**src/rtl/dcache_axi_if.sv**
```systemverilog
`default_nettype none
// +----------------------------------------------------------------------------+
// | Module   : dcache_axi_if                                                   |
// | Brief    : AXI4 read/write channel bundle between dcache_axi and memory.   |
// | Revision : 1.0 - initial release                                           |
// +----------------------------------------------------------------------------+
interface dcache_axi_if;
  logic [31:0] araddr;
  logic [7:0]  arlen;
  logic        arvalid;
  logic        arready;
  logic [31:0] rdata;
  logic        rlast;
  logic        rvalid;
  logic        rready;
  logic [31:0] awaddr;
  logic [7:0]  awlen;
  logic        awvalid;
  logic        awready;
  logic [31:0] wdata;
  logic [3:0]  wstrb;
  logic        wlast;
  logic        wvalid;
  logic        wready;
  logic        bvalid;
  logic        bready;

  modport master (
    output araddr, arlen, arvalid,
    input  arready,
    input  rdata, rlast, rvalid,
    output rready,
    output awaddr, awlen, awvalid,
    input  awready,
    output wdata, wstrb, wlast, wvalid,
    input  wready,
    input  bvalid,
    output bready
  );

  modport slave (
    input  araddr, arlen, arvalid,
    output arready,
    output rdata, rlast, rvalid,
    input  rready,
    input  awaddr, awlen, awvalid,
    output awready,
    input  wdata, wstrb, wlast, wvalid,
    output wready,
    output bvalid,
    input  bready
  );
endinterface
`default_nettype wire

```
**src/rtl/dcache_axi.sv**
```systemverilog
`default_nettype none
// +----------------------------------------------------------------------------+
// | Module   : dcache_axi                                                      |
// | Brief    : Cache line refill/writeback to AXI4 4-beat INCR burst bridge.   |
// |            Option macro DCACHE_AXI_EARLY_W_EN: W beats overlap AW phase.   |
// | Revision : 1.0 - initial release                                           |
// +----------------------------------------------------------------------------+
module dcache_axi #(
  parameter int BURST_LEN = 4
) (
  input  wire                      clk,
  input  wire                      rst,
  output logic                     dev_rrdy,
  input  wire  [3:0]               cpu_ren,
  input  wire  [31:0]              cpu_raddr,
  output logic                     dev_rvalid,
  output logic [32*BURST_LEN-1:0]  dev_rdata,
  output logic                     dev_wrdy,
  input  wire  [3:0]               cpu_wen,
  input  wire  [31:0]              cpu_waddr,
  input  wire  [32*BURST_LEN-1:0]  cpu_wdata,
  dcache_axi_if.master             axi
);

  localparam int       c_CNT_W = $clog2(BURST_LEN);
  localparam bit [7:0] c_LEN   = 8'(BURST_LEN - 1);

  typedef enum logic [1:0] {
    R_IDLE = 2'd0,
    R_AR   = 2'd1,
    R_DATA = 2'd2,
    R_DONE = 2'd3
  } rstate_t;

  typedef enum logic [1:0] {
    W_IDLE = 2'd0,
    W_AW   = 2'd1,
    W_DATA = 2'd2,
    W_RESP = 2'd3
  } wstate_t;

  rstate_t            r_rstate, w_rnext;
  wstate_t            r_wstate, w_wnext;
  logic [31:0]        r_araddr, r_awaddr;
  logic [c_CNT_W-1:0] r_rcnt, r_wcnt;
  logic [31:0]        r_rword [BURST_LEN];
  logic [31:0]        r_wword [BURST_LEN];

  logic w_widle, w_wlast, w_w_hs;
  logic w_arvalid, w_rready, w_awvalid, w_wvalid, w_bready;
  logic w_unused;

  assign w_unused = ^{cpu_raddr[3:0], cpu_waddr[3:0]};

  assign w_widle = (r_wstate == W_IDLE);
  assign w_wlast = (r_wcnt == c_CNT_W'(BURST_LEN - 1));
  assign w_w_hs  = w_wvalid & axi.wready;

  assign axi.araddr  = r_araddr;
  assign axi.arlen   = c_LEN;
  assign axi.arvalid = w_arvalid;
  assign axi.rready  = w_rready;
  assign axi.awaddr  = r_awaddr;
  assign axi.awlen   = c_LEN;
  assign axi.awvalid = w_awvalid;
  assign axi.wdata   = r_wword[r_wcnt];
  assign axi.wstrb   = 4'hF;
  assign axi.wlast   = w_wlast;
  assign axi.wvalid  = w_wvalid;
  assign axi.bready  = w_bready;

  for (genvar i = 0; i < BURST_LEN; i++) begin : g_rpack
    assign dev_rdata[32*i +: 32] = r_rword[i];
  end

  // ---------------------------------------------------------------- read FSM
  always_ff @(posedge clk or negedge rst) begin
    if (!rst) r_rstate <= R_IDLE;
    else      r_rstate <= w_rnext;
  end

  always_comb begin
    w_rnext    = r_rstate;
    dev_rrdy   = 1'b0;
    dev_rvalid = 1'b0;
    w_arvalid  = 1'b0;
    w_rready   = 1'b0;
    case (r_rstate)
      R_IDLE: begin
        dev_rrdy = 1'b1;
        if (|cpu_ren) w_rnext = R_AR;
      end
      R_AR: begin
        // Hold the refill back until any writeback has fully retired
        w_arvalid = w_widle;
        if (w_widle && axi.arready) w_rnext = R_DATA;
      end
      R_DATA: begin
        w_rready = 1'b1;
        if (axi.rvalid && axi.rlast) w_rnext = R_DONE;
      end
      R_DONE: begin
        dev_rvalid = 1'b1;
        w_rnext    = R_IDLE;
      end
      default: w_rnext = R_IDLE;
    endcase
  end

  always_ff @(posedge clk or negedge rst) begin
    if (!rst) begin
      r_araddr <= '0;
      r_rcnt   <= '0;
      for (int i = 0; i < BURST_LEN; i++) r_rword[i] <= '0;
    end else begin
      if (r_rstate == R_IDLE && |cpu_ren) begin
        r_araddr <= {cpu_raddr[31:4], 4'h0};
        r_rcnt   <= '0;
      end
      if (r_rstate == R_DATA && axi.rvalid) begin
        r_rword[r_rcnt] <= axi.rdata;
        r_rcnt          <= r_rcnt + c_CNT_W'(1);
      end
    end
  end

  // --------------------------------------------------------------- write FSM
  always_ff @(posedge clk or negedge rst) begin
    if (!rst) r_wstate <= W_IDLE;
    else      r_wstate <= w_wnext;
  end

`ifdef DCACHE_AXI_EARLY_W_EN
  logic r_aw_done, r_w_done;

  always_ff @(posedge clk or negedge rst) begin
    if (!rst) begin
      r_aw_done <= 1'b0;
      r_w_done  <= 1'b0;
    end else if (r_wstate != W_AW) begin
      r_aw_done <= 1'b0;
      r_w_done  <= 1'b0;
    end else begin
      if (w_awvalid && axi.awready) r_aw_done <= 1'b1;
      if (w_w_hs && w_wlast)        r_w_done  <= 1'b1;
    end
  end
`endif

  always_comb begin
    w_wnext   = r_wstate;
    dev_wrdy  = 1'b0;
    w_awvalid = 1'b0;
    w_wvalid  = 1'b0;
    w_bready  = 1'b0;
    case (r_wstate)
      W_IDLE: begin
        dev_wrdy = 1'b1;
        if (|cpu_wen) w_wnext = W_AW;
      end
      W_AW: begin
`ifdef DCACHE_AXI_EARLY_W_EN
        // AW and W complete independently; leave once both have retired
        w_awvalid = !r_aw_done;
        w_wvalid  = !r_w_done;
        if ((r_aw_done || axi.awready) && (r_w_done || (axi.wready && w_wlast)))
          w_wnext = W_RESP;
`else
        w_awvalid = 1'b1;
        if (axi.awready) w_wnext = W_DATA;
`endif
      end
      W_DATA: begin
        w_wvalid = 1'b1;
        if (axi.wready && w_wlast) w_wnext = W_RESP;
      end
      W_RESP: begin
        w_bready = 1'b1;
        if (axi.bvalid) w_wnext = W_IDLE;
      end
      default: w_wnext = W_IDLE;
    endcase
  end

  always_ff @(posedge clk or negedge rst) begin
    if (!rst) begin
      r_awaddr <= '0;
      r_wcnt   <= '0;
      for (int i = 0; i < BURST_LEN; i++) r_wword[i] <= '0;
    end else begin
      if (r_wstate == W_IDLE && |cpu_wen) begin
        r_awaddr <= {cpu_waddr[31:4], 4'h0};
        r_wcnt   <= '0;
        for (int i = 0; i < BURST_LEN; i++) r_wword[i] <= cpu_wdata[32*i +: 32];
      end else if (w_w_hs) begin
        r_wcnt <= r_wcnt + c_CNT_W'(1);
      end
    end
  end

endmodule
`default_nettype wire
```
**src/flat_wrapper.sv**
```systemverilog
// flat-port wrapper written by rule: the top's interface ports become plain ports
module dcache_axi_flat 
#(
  parameter int BURST_LEN = 4
)
  (clk, rst, dev_rrdy, cpu_ren, cpu_raddr, dev_rvalid, dev_rdata, dev_wrdy, cpu_wen, cpu_waddr, cpu_wdata, axi_araddr, axi_arlen, axi_arvalid, axi_arready, axi_rdata, axi_rlast, axi_rvalid, axi_rready, axi_awaddr, axi_awlen, axi_awvalid, axi_awready, axi_wdata, axi_wstrb, axi_wlast, axi_wvalid, axi_wready, axi_bvalid, axi_bready);
  dcache_axi_if axi_i ();
  input  wire clk;
  input  wire rst;
  output logic dev_rrdy;
  input  wire  [3:0] cpu_ren;
  input  wire  [31:0] cpu_raddr;
  output logic dev_rvalid;
  output logic [32*BURST_LEN-1:0] dev_rdata;
  output logic dev_wrdy;
  input  wire  [3:0] cpu_wen;
  input  wire  [31:0] cpu_waddr;
  input  wire  [32*BURST_LEN-1:0] cpu_wdata;
  output wire logic [$bits(axi_i.araddr)-1:0] axi_araddr;
  output wire logic [$bits(axi_i.arlen)-1:0] axi_arlen;
  output wire logic [$bits(axi_i.arvalid)-1:0] axi_arvalid;
  input wire logic [$bits(axi_i.arready)-1:0] axi_arready;
  input wire logic [$bits(axi_i.rdata)-1:0] axi_rdata;
  input wire logic [$bits(axi_i.rlast)-1:0] axi_rlast;
  input wire logic [$bits(axi_i.rvalid)-1:0] axi_rvalid;
  output wire logic [$bits(axi_i.rready)-1:0] axi_rready;
  output wire logic [$bits(axi_i.awaddr)-1:0] axi_awaddr;
  output wire logic [$bits(axi_i.awlen)-1:0] axi_awlen;
  output wire logic [$bits(axi_i.awvalid)-1:0] axi_awvalid;
  input wire logic [$bits(axi_i.awready)-1:0] axi_awready;
  output wire logic [$bits(axi_i.wdata)-1:0] axi_wdata;
  output wire logic [$bits(axi_i.wstrb)-1:0] axi_wstrb;
  output wire logic [$bits(axi_i.wlast)-1:0] axi_wlast;
  output wire logic [$bits(axi_i.wvalid)-1:0] axi_wvalid;
  input wire logic [$bits(axi_i.wready)-1:0] axi_wready;
  input wire logic [$bits(axi_i.bvalid)-1:0] axi_bvalid;
  output wire logic [$bits(axi_i.bready)-1:0] axi_bready;
  assign axi_araddr = axi_i.araddr;
  assign axi_arlen = axi_i.arlen;
  assign axi_arvalid = axi_i.arvalid;
  assign axi_i.arready = axi_arready;
  assign axi_i.rdata = axi_rdata;
  assign axi_i.rlast = axi_rlast;
  assign axi_i.rvalid = axi_rvalid;
  assign axi_rready = axi_i.rready;
  assign axi_awaddr = axi_i.awaddr;
  assign axi_awlen = axi_i.awlen;
  assign axi_awvalid = axi_i.awvalid;
  assign axi_i.awready = axi_awready;
  assign axi_wdata = axi_i.wdata;
  assign axi_wstrb = axi_i.wstrb;
  assign axi_wlast = axi_i.wlast;
  assign axi_wvalid = axi_i.wvalid;
  assign axi_i.wready = axi_wready;
  assign axi_i.bvalid = axi_bvalid;
  assign axi_bready = axi_i.bready;
  dcache_axi #(.BURST_LEN(BURST_LEN)) u_core (.clk(clk), .rst(rst), .dev_rrdy(dev_rrdy), .cpu_ren(cpu_ren), .cpu_raddr(cpu_raddr), .dev_rvalid(dev_rvalid), .dev_rdata(dev_rdata), .dev_wrdy(dev_wrdy), .cpu_wen(cpu_wen), .cpu_waddr(cpu_waddr), .cpu_wdata(cpu_wdata), .axi(axi_i));
endmodule
```
**config.mk**
```make
export PLATFORM = sky130hd
export DESIGN_NAME = dcache_axi_flat
export DESIGN_NICKNAME = d
export VERILOG_FILES = /design/src/rtl/dcache_axi_if.sv /design/src/rtl/dcache_axi.sv /design/src/flat_wrapper.sv
export SDC_FILE = /design/constraint.sdc
export NUM_CORES = 1
export LEC_CHECK = 0
export ABC_CLOCK_PERIOD_IN_PS = 2300
export BUFFER_PORTS_ARGS = -buffer_cell sky130_fd_sc_hd__buf_4
export CORE_AREA = 8 8 185 187
export CTS_CLUSTER_DIAMETER = 120
export DETAILED_ROUTE_END_ITERATION = 6
export DIE_AREA = 0 0 193 195
export GPL_ROUTABILITY_DRIVEN = 0
export GPL_TIMING_DRIVEN = 0
export PLACE_DENSITY = 0.72
export SLEW_MARGIN = 20
export SYNTH_ARGS = -nofsm -noshare
export SYNTH_HDL_FRONTEND = slang
export SYNTH_SLANG_ARGS = --single-unit
```
**constraint.sdc**
```tcl
create_clock -name clk -period 2.3 [get_ports clk]
set_input_delay 0.345 -clock clk [delete_from_list [all_inputs] [get_ports clk]]
set_output_delay 0.345 -clock clk [all_outputs]
set_load 0.01 [all_outputs]
```
==> impl_metrics.json, run 1 <==
{
  "hold_violations": 0,
  "fin_nets": 1568,
  "endpoint_kind": "output port",
  "via_per_inst": 4.939,
  "synth.most_common_cell": "dfrtp_1",
  "grt_usage_pct": 20.31,
  "drc": 0,
  "synth_largest_area_cell": "dfrtp_1",
  "antenna_found_initial": 1,
  "finalClockSkew_ps": 11.72,
  "power.leakage_nw": 9.546,
  "synthCells": 788,
  "tightestPinTransition_ps": 648.4,
  "placed_area_sq_um": 17760,
  "synthFlopType": "dfrtp_1",
  "overflow": 0,
  "timing.slew.headroom_pct": 55.66,
  "synth_edf_count": 0,
  "grt_pass1_wl_um": 58320,
  "grt_start_max_net_pins": 99,
  "top_layer": "met5",
  "path_max_fanout": 8,
  "core_area_sq_um": 31230,
  "worstSkewPairLatency_ps": 510,
  "start_util_pct": 43.68,
  "min_period_ps": 2256,
  "multi_input_area_sq_um": 5105,
  "hpwl_um": 30390,
  "max_clock_freq_mhz": 443.3,
  "chipHeight_um": 195,
  "cts.sinks": 320,
  "n_antenna_cell": 0,
  "maxSlewViolCount": 0,
  "met3WireLength_um": 4356,
  "firstDrtPassIters": 4,
  "power_w": 0.02946,
  "final_layout_size_suffix_gt1_share_pct": 69.78,
  "drt_iter0_drc": 302,
  "synthArstFlopShare_pct": 100.0,
  "crit_path_frequent_cell": "buf_12",
  "design.die.area_sq_um": 37640,
  "max_stage_delay_ps": 550,
  "yosysSeqAreaShare_pct": 58.70,
  "vias": 8603,
  "vdd_drop_max_mv": 0.8358,
  "rows": 65,
  "ys_types": 28,
  "seq_area_sq_um": 8008,
  "synth_area_sq_um": 13640,
  "dp.cells": 1675,
  "cts_made_buffers": 35,
  "met1_length_um": 14210,
  "reg2regPathDepth": 5,
  "die_x_um": 193,
  "synth-seq-cells": 320,
  "postRouteAntennaNets": 0,
  "fin_setup_tns_ps": 0,
  "avgSynthCellArea_sq_um": 17.31,
  "hold_path.class": "in -> reg",
  "instances_no_fill": 1742,
  "pin_count": 493,
  "path_class": "reg -> out",
  "pwr_density_cell_nw_per_um2": 1538,
  "clk_pin_slew_ps": 60,
  "synth_top_area_share_pct": 58.70,
  "crit_slowest_cell": "mux4_2",
  "wl_um": 39540,
  "crit_required_ps": 1960,
  "port_buffers": 456,
  "path_cells": "buf_12, buf_12, mux4_2, buf_6",
  "fin_crit_sh_pct": 98.08,
  "yosys_warnings": 0,
  "rsz0062_at_grt": "true",
  "cts_tree": "done",
  "netlist_top_cells_count": "320 x dfrtp_1, 212 x mux2_2, 100 x mux2_4, 32 x buf_4, 32 x mux4_2",
  "area_growth_pct": 40.37,
  "wl_per_cell_um": 22.70,
  "fin_area_sq_um": 19150,
  "yosys-top-cells-area": "dfrtp_1 59%, mux2_2 17%, mux2_4 11%",
  "cts_root_buffer": "clkbuf_16",
  "arrival_ps": 1910,
  "first_global_vias": 9554,
  "max_cap_violations": 0,
  "cts_max_level": 2,
  "cts_buffer_depth": 3,
  "finalSetupViolCount": 0,
  "wl_met2_um": 19680,
  "n_fill_cell": 2431,
  "startpoint_type": "flop",
  "whs_path_depth": 2,
  "outcome": "completed"
}
[critical path: cells and delay by family (launching register included)]
| kind | cells | cell delay (ps) |
|---|---|---|
| mux | 1 | 550 |
| buf+inv | 3 | 460 |
| flops | 1 | 390 |
[where the power goes]
part           internal, W  switching (W)  total (W)
registers          0.00853        0.00160     0.0101
logic              0.00825        0.00543     0.0137
clock network      0.00341        0.00224    0.00565
[cells in the final DEF, fill, tap and decap left out, drive strengths merged]
cell,instances
and2,3
a2111oi,1
nor2b,2
mux2,314
dlygate4sd3,1
buf,526
conb,28
xnor2,1
mux4,32
o41ai,1
bufinv,3
nand2b,1
dfrtp,320
a221oi,1
a21boi,3
clkinvlp,1
clkbuf,54
or2,1
o32a,2
ha,13
inv,7
nor4,2
nand3,3
o21ai,1
nand2,10
clkinv,9
[state kept, by name, indices dropped and copies added (netlist names)]
signal,count
u_core.r_wword,128
u_core.axi.araddr,28
u_core.axi.awaddr,28
u_core.dev_rdata,128
u_core.r_wcnt,2
u_core.r_wstate,2
u_core.r_rstate,2
u_core.r_rcnt,2
[area by class of cell]
type / count / share of cell area, %
inverter: 6 / 0.1176
multi-input combinational: 419 / 26.66
buffer: 68 / 3.646
clock buffer: 48 / 5.253
timing repair buffer: 465 / 19.03
tap: 402 / 2.627
sequential: 320 / 41.82
clock inverter: 14 / 0.8494
[logic make-up (layout without fill, tap and decap cells)]
logic type	Yosys count	after routing	synth area share, %
fa+ha+maj	13	13	1.192
mux	346	346	33.95
xor+xnor	1	1	0.06421
flops	320	320	58.70
other cells	2	28	0.05505
compound gates	9	9	0.5962
buf+inv	75	601	4.595
simple gates	22	22	0.8439
[timing repair]
action / 4_1_cts / 5_1_grt
endpoints found under the setup margin: 29 / 24
buffers inserted: 0 / 2
cloned: 0 / 3
gates resized for setup: 25 / 9
endpoints found under the hold margin: 53 / 0
hold buffers: 1 / 0
[per-layer routing]
layer	track usage, %	up-vias
met5	0	-
met4	6.526	2
met3	8.161	66
met2	34.56	356
met1	22.93	4341
li1	-	3838
[worst paths after layout]
path / from / to / slack [ps]
max in group asynchronous: rst / u_core.r_wword[75] / 720
min in group asynchronous: rst / u_core.dev_rdata[8] / 360
worst min-delay path: cpu_raddr[29] / u_core.axi.araddr[29] / 50
worst max register to register: u_core.r_wstate[0] / u_core.r_wstate[1] / 280
worst min register to register: u_core.axi.araddr[25] / u_core.axi.araddr[25] / 500
worst max-delay path: u_core.r_wcnt[0] / axi_wdata[15] / 40
[per-stage QoR]
stage               worst slack, ps  utilization, %  hold slack (ps)
floorplan                     526.6               -            49.41
global placement              -2069           56.57            477.0
detailed placement           -4.591           56.86            295.0
CTS                          -9.561           60.90            34.71
global route                 -8.451           61.31            38.07
finish                        44.18           61.31            54.34
Note: power is estimated with default switching activity, not from simulation.
==> run 2: changes to the inputs <==
ABC_AREA = 1   (was not set)
CORE_AREA = 8 8 184 186   (was 8 8 185 187)
DIE_AREA = 0 0 192 194   (was 0 0 193 195)
==> run 2 against run 1 <==
Effect of this change: sequential share of layout area rose by 0.25 points; worst setup slack got worse by 5.0 ps; highest routed layer unchanged; first-iteration DRC count grew to 3.5 times the previous value; largest power group unchanged; total power down 2.8%; critical path type unchanged.
==> impl_metrics.json, run 2 <==
{
  "hold_violations": 0,
  "max_cap_violations": 0,
  "yosysSeqAreaShare_pct": 59.12,
  "grt-busiest-layer": "met2",
  "power.leakage_nw": 10.28,
  "first_global_vias": 13280,
  "power_w": 0.02864,
  "grt_start_max_net_pins": 103,
  "firstDrtPassIters": 6,
  "synth_edf_count": 0,
  "grt_usage_pct": 26.79,
  "wl_um": 51500,
  "via_per_inst": 5.188,
  "synth-seq-cells": 320,
  "synthCells": 1539,
  "chipHeight_um": 194,
  "arrival_ps": 1920,
  "overflow": 0,
  "rows": 65,
  "use_met2_pct": 43.72,
  "synthArstFlopShare_pct": 100.0,
  "port_buffers": 456,
  "timing.slew.headroom_pct": 51.97,
  "clk_pin_slew_ps": 60,
  "hpwl_um": 39900,
  "maxSlewViolCount": 0,
  "pwr_density_cell_nw_per_um2": 1504,
  "layout_commonest_cell": "nand2_1",
  "instances_no_fill": 2495,
  "rsz0062_at_grt": "true",
  "fin_setup_tns_ps": 0,
  "core_area_sq_um": 31070,
  "use_met3_pct": 7.914,
  "yosys-top-cells-area": "dfrtp_1 59%, nand2_1 15%, nand3_1 7.1%",
  "crit_required_ps": 1960,
  "worstSkewPairLatency_ps": 530,
  "startpoint": "u_core.r_wcnt[0]",
  "dp.cells": 2426,
  "postRouteAntennaNets": 0,
  "fin_area_sq_um": 19040,
  "max_clock_freq_mhz": 442.3,
  "fin_crit_sh_pct": 98.29,
  "vias": 12940,
  "netlist_top_cells_count": "525 x nand2_1, 320 x dfrtp_1, 192 x nand3_1, 184 x o21ai_0, 67 x nor2_1",
  "synth_area_sq_um": 13540,
  "cts_buffer_depth": 3,
  "synthFlopType": "dfrtp_1",
  "avgSynthCellArea_sq_um": 8.801,
  "cts.sinks": 320,
  "cts_made_buffers": 36,
  "path_class": "reg -> out",
  "cts_root_buffer": "clkbuf_16",
  "mostFrequentLayoutCells": "525 x nand2_1, 499 x buf_4, 318 x dfrtp_1",
  "fin_nets": 2315,
  "pin_count": 493,
  "synth_largest_area_cell": "dfrtp_1",
  "cts_tree": "done",
  "tightestPinTransition_ps": 720.4,
  "final_layout_size_suffix_gt1_share_pct": 31.44,
  "endpoint_kind": "output port",
  "cts_max_level": 2,
  "grtUsageMet1_pct": 32.64,
  "synth_top_area_share_pct": 59.12,
  "hold_path.class": "in -> reg",
  "ys_types": 22,
  "yosys_warnings": 0,
  "synth.most_common_cell": "nand2_1",
  "finalClockSkew_ps": 27.46,
  "area_growth_pct": 40.57,
  "drc": 0,
  "min_from": "cpu_waddr[17]",
  "start_util_pct": 43.60,
  "vdd_drop_max_mv": 0.8460,
  "timing.rr.start": "u_core.r_wstate[0]",
  "n_fill_cell": 2722,
  "startpoint_type": "flop",
  "path_max_fanout": 10,
  "outcome": "completed",
  "min_period_ps": 2261,
  "drt_iter0_drc": 1065,
  "grt_pass1_wl_um": 77690,
  "wl_per_cell_um": 20.64,
  "die_x_um": 192,
  "finalSetupViolCount": 0,
  "antenna_found_initial": 8,
  "design.die.area_sq_um": 37250,
  "placed_area_sq_um": 17660
}
-- run 2: area by class of cell --
cell class	instances	area [sq um]	area share, %
Tap cell	402	503.0	2.642
Inverter	51	196.4	1.032
Multi-Input combinational cell	1062	4788	25.15
Buffer	130	788.3	4.140
Antenna cell	3	7.507	0.03943
Sequential cell	320	8010	42.07
Timing Repair Buffer	461	3531	18.55
Clock inverter	18	187.7	0.9857
Clock buffer	48	1027	5.395
-- run 2: where the power goes --
part	internal, W	switching [W]
Clock	0.00350	0.00237
Sequential	0.00828	0.00170
Combinational	0.00543	0.00736
Total	0.0172	0.0114
-- run 2: routing by layer --
metal	up-vias	part of all wire [%]
li1	5990	-
met3	110	9.7
met2	617	48
met4	10	4.1
met1	6217	38
met5	-	0.13
-- run 2: critical path: stages, from the launching register on --
cell and delay [ps]:
dfrtp_2 410, buf_6 180, inv_6 70, clkbuf_4 190, o21ai_1 280, o22ai_2 120
buf_4 160
-- run 2: cells by family (layout without fill, tap and decap cells) --
| family | count (synthesis) | count (layout) | share of synthesized area (%) |
|---|---|---|---|
| and+or+nand+nor | 794 | 794 | 23.99 |
| DFF | 320 | 320 | 59.12 |
| AOI/OAI and AO/OA | 226 | 226 | 8.647 |
| buffers and inverters | 183 | 708 | 6.919 |
| adders and majority gates | 13 | 13 | 1.201 |
| other | 2 | 31 | 0.05545 |
| xor gates and xnor gates | 1 | 1 | 0.06468 |
-- run 2: worst paths after layout --
check	to	depth (start not counted)	slack (ps)
setup / recovery	axi_wdata[3]	6	40
hold / removal	u_core.axi.awaddr[17]	3	50
setup reg to reg	u_core.r_wword[121]	7	250
hold reg to reg	u_core.r_wword[37]	2	470
max in group asynchronous	u_core.axi.awaddr[20]	4	770
min in group asynchronous	u_core.axi.araddr[13]	2	410
-- run 2: per-stage QoR --
stage          hold slack, ps  setup WS (ps)  util [%]
5_1_grt                 46.41         -52.31     61.28
4_1_cts                 40.09          1.591     61.03
3_5_place_dp            386.7          194.4     56.84
3_3_place_gp            450.6          -2026     56.55
6_report                49.11          39.23     61.28
2_1_floorplan           49.41          648.3         -
-- run 2: timing repair --
| item | in CTS | in global routing |
|---|---|---|
| buffers inserted | 1 | 0 |
| hold buffers | 1 | 0 |
| pin swaps | 1 | 2 |
| setup endpoints to repair | 33 | 26 |
| gates cloned | 0 | 0 |
| gates resized for setup | 31 | 23 |
| endpoints found under the hold margin | 86 | 0 |
==> run 3: changes to the inputs <==
CELL_PAD_IN_SITES_DETAIL_PLACEMENT = 1   (was not set)
CELL_PAD_IN_SITES_GLOBAL_PLACEMENT = 1   (was not set)
CORE_AREA = not set   (was 8 8 184 186)
CORE_MARGIN = 8   (was not set)
CORE_UTILIZATION = 36   (was not set)
DIE_AREA = not set   (was 0 0 192 194)
PLACE_DENSITY = not set   (was 0.72)
PLACE_DENSITY_LB_ADDON = 0.1   (was not set)
==> run 3 against run 2 <==
Effect of this change: global-route usage fell by 2.1 points; worst hold slack got worse by 12 ps; maximum frequency fell by 0.31%.
==> impl_metrics.json, run 3 (synthesis results as in run 2) <==
{
  "outcome": "completed",
  "path_class": "reg -> out",
  "overflow": 0,
  "rr_endpoint": "u_core.dev_rdata[52]",
  "hold_path.class": "in -> reg",
  "start_util_pct": 36.21,
  "hold_violations": 0,
  "reg2regPathDepth": 7,
  "fin_nets": 2318,
  "crit_required_ps": 1960,
  "postRouteAntennaNets": 0,
  "crit_slowest_cell": "dfrtp_1",
  "cts_tree": "done",
  "vdd_drop_max_mv": 0.6363,
  "chipHeight_um": 210.0,
  "max_cap_violations": 0,
  "cts_buffer_depth": 3,
  "wl_um": 55560,
  "max_stage_delay_ps": 420,
  "finalClockSkew_ps": 19.18,
  "min_period_ps": 2268,
  "die_x_um": 210.0,
  "grt_start_max_net_pins": 99,
  "final_layout_size_suffix_gt1_share_pct": 30.96,
  "design.die.area_sq_um": 44090,
  "vias": 12780,
  "grt_pass1_wl_um": 84500,
  "arrival_ps": 1920,
  "wl_per_cell_um": 21.30,
  "path_max_fanout": 10,
  "whs_path_depth": 3,
  "rows": 71,
  "endpoint_kind": "output port",
  "layout_commonest_cell": "nand2_1",
  "dp_slack_ps": 140.6,
  "hold_end": "u_core.r_wword[111]",
  "cts.sinks": 320,
  "hpwl_um": 41700,
  "area_growth_pct": 42.42,
  "drt_iter0_drc": 634,
  "fin_crit_sh_pct": 98.60,
  "cts_made_buffers": 39,
  "clk_pin_slew_ps": 60,
  "via_per_inst": 4.900,
  "min_from": "cpu_wdata[15]",
  "pin_count": 493,
  "utilization_pct": 51.58,
  "drc": 0,
  "fin_ws_ps": 32.12,
  "pwr_density_cell_nw_per_um2": 1520,
  "startpoint_type": "flop",
  "tightestPinTransition_ps": 597.2,
  "rrSetupSlack_ps": 280,
  "max_clock_freq_mhz": 440.9,
  "core_area_sq_um": 37400,
  "antenna_found_initial": 8,
  "first_global_vias": 14070,
  "power_w": 0.02931,
  "worstSkewPairLatency_ps": 540,
  "path_cells": "buf_6, inv_8, clkbuf_8, o21ai_0, o22ai_1, buf_4",
  "power.leakage_nw": 10.34,
  "grt_usage_pct": 24.74,
  "port_buffers": 456,
  "firstDrtPassIters": 5,
  "dp.cells": 2535,
  "timing.slew.headroom_pct": 60.18,
  "finalSetupViolCount": 0,
  "mostFrequentLayoutCells": "525 x nand2_1, 497 x buf_4, 319 x dfrtp_1",
  "timing.rr.start": "u_core.r_rstate[0]",
  "instances_no_fill": 2608,
  "maxSlewViolCount": 0,
  "cts_root_buffer": "clkbuf_16",
  "cts_max_level": 2
}
## run 3: cell count changes in the layout (fill, tap and decap cells not counted), sizes merged
cell      delta
diode        +1
clkinvlp     -3
clkbuf       +3
clkinv       -2
bufinv       +3
inv          +2
## run 3: cell type report
type                            count  area [sq um]
Antenna cell                        4         10.01
Buffer                            130         827.0
Clock inverter                     18         262.8
Sequential cell                   320          8009
Timing Repair Buffer              461          3531
Tap cell                          511         639.4
Multi-Input combinational cell   1062          4731
Fill cell                        4442         18110
Clock buffer                       51          1081
Inverter                           51         198.9
## run 3: power by group
group,internal (W),switching [W]
Sequential,0.00827,0.00161
Combinational,0.00542,0.00749
Clock,0.00400,0.00252
Total,0.0177,0.0116
## run 3: routing by layer
layer	GRT usage [%]	share of wire, %	vias up
li1	-	-	5993
met1	30.66	41	6279
met2	41.26	49	402
met3	6.624	6.9	96
met4	8.991	3.2	8
met5	0	0.092	-
## run 3: worst max-delay path: cells and delay by family (launching register included)
kind                   cells  cell delay (ps)
AO/OA/AOI/OAI              2              340
buffers and inverters      4              620
flip-flops                 1              420
## run 3: how the worst max path moves through the flow
stage | to | slack, ps | start
floorplan | axi_arvalid | 650 | u_core.r_wstate[0]
global placement | u_core.axi.araddr[29] | -2210 | rst
detailed placement | axi_wdata[22] | 140 | u_core.r_wcnt[0]
CTS | axi_wdata[27] | 3 | u_core.r_wcnt[0]
global route | axi_wdata[23] | -30 | u_core.r_wcnt[0]
finish | axi_wdata[23] | 30 | u_core.r_wcnt[0]
## run 3: what timing repair did
item | in CTS | in global routing
setup endpoints to repair | 33 | 27
gates resized for setup | 41 | 9
setup buffers | 0 | 1
gates cloned | 0 | 0
pin swaps | 3 | 5
endpoints found under the hold margin | 56 | 0
hold buffers | 1 | 0
## run 3: through the flow
step                cell area (sq um)  setup TNS (ps)  hold slack, ps
floorplan                       13640               0           49.41
global placement                17700         -698950           448.9
detailed placement              17790               0           334.6
CTS                             19240               0           16.47
global route                    19290          -44.33           28.10
finish                          19290               0           37.25
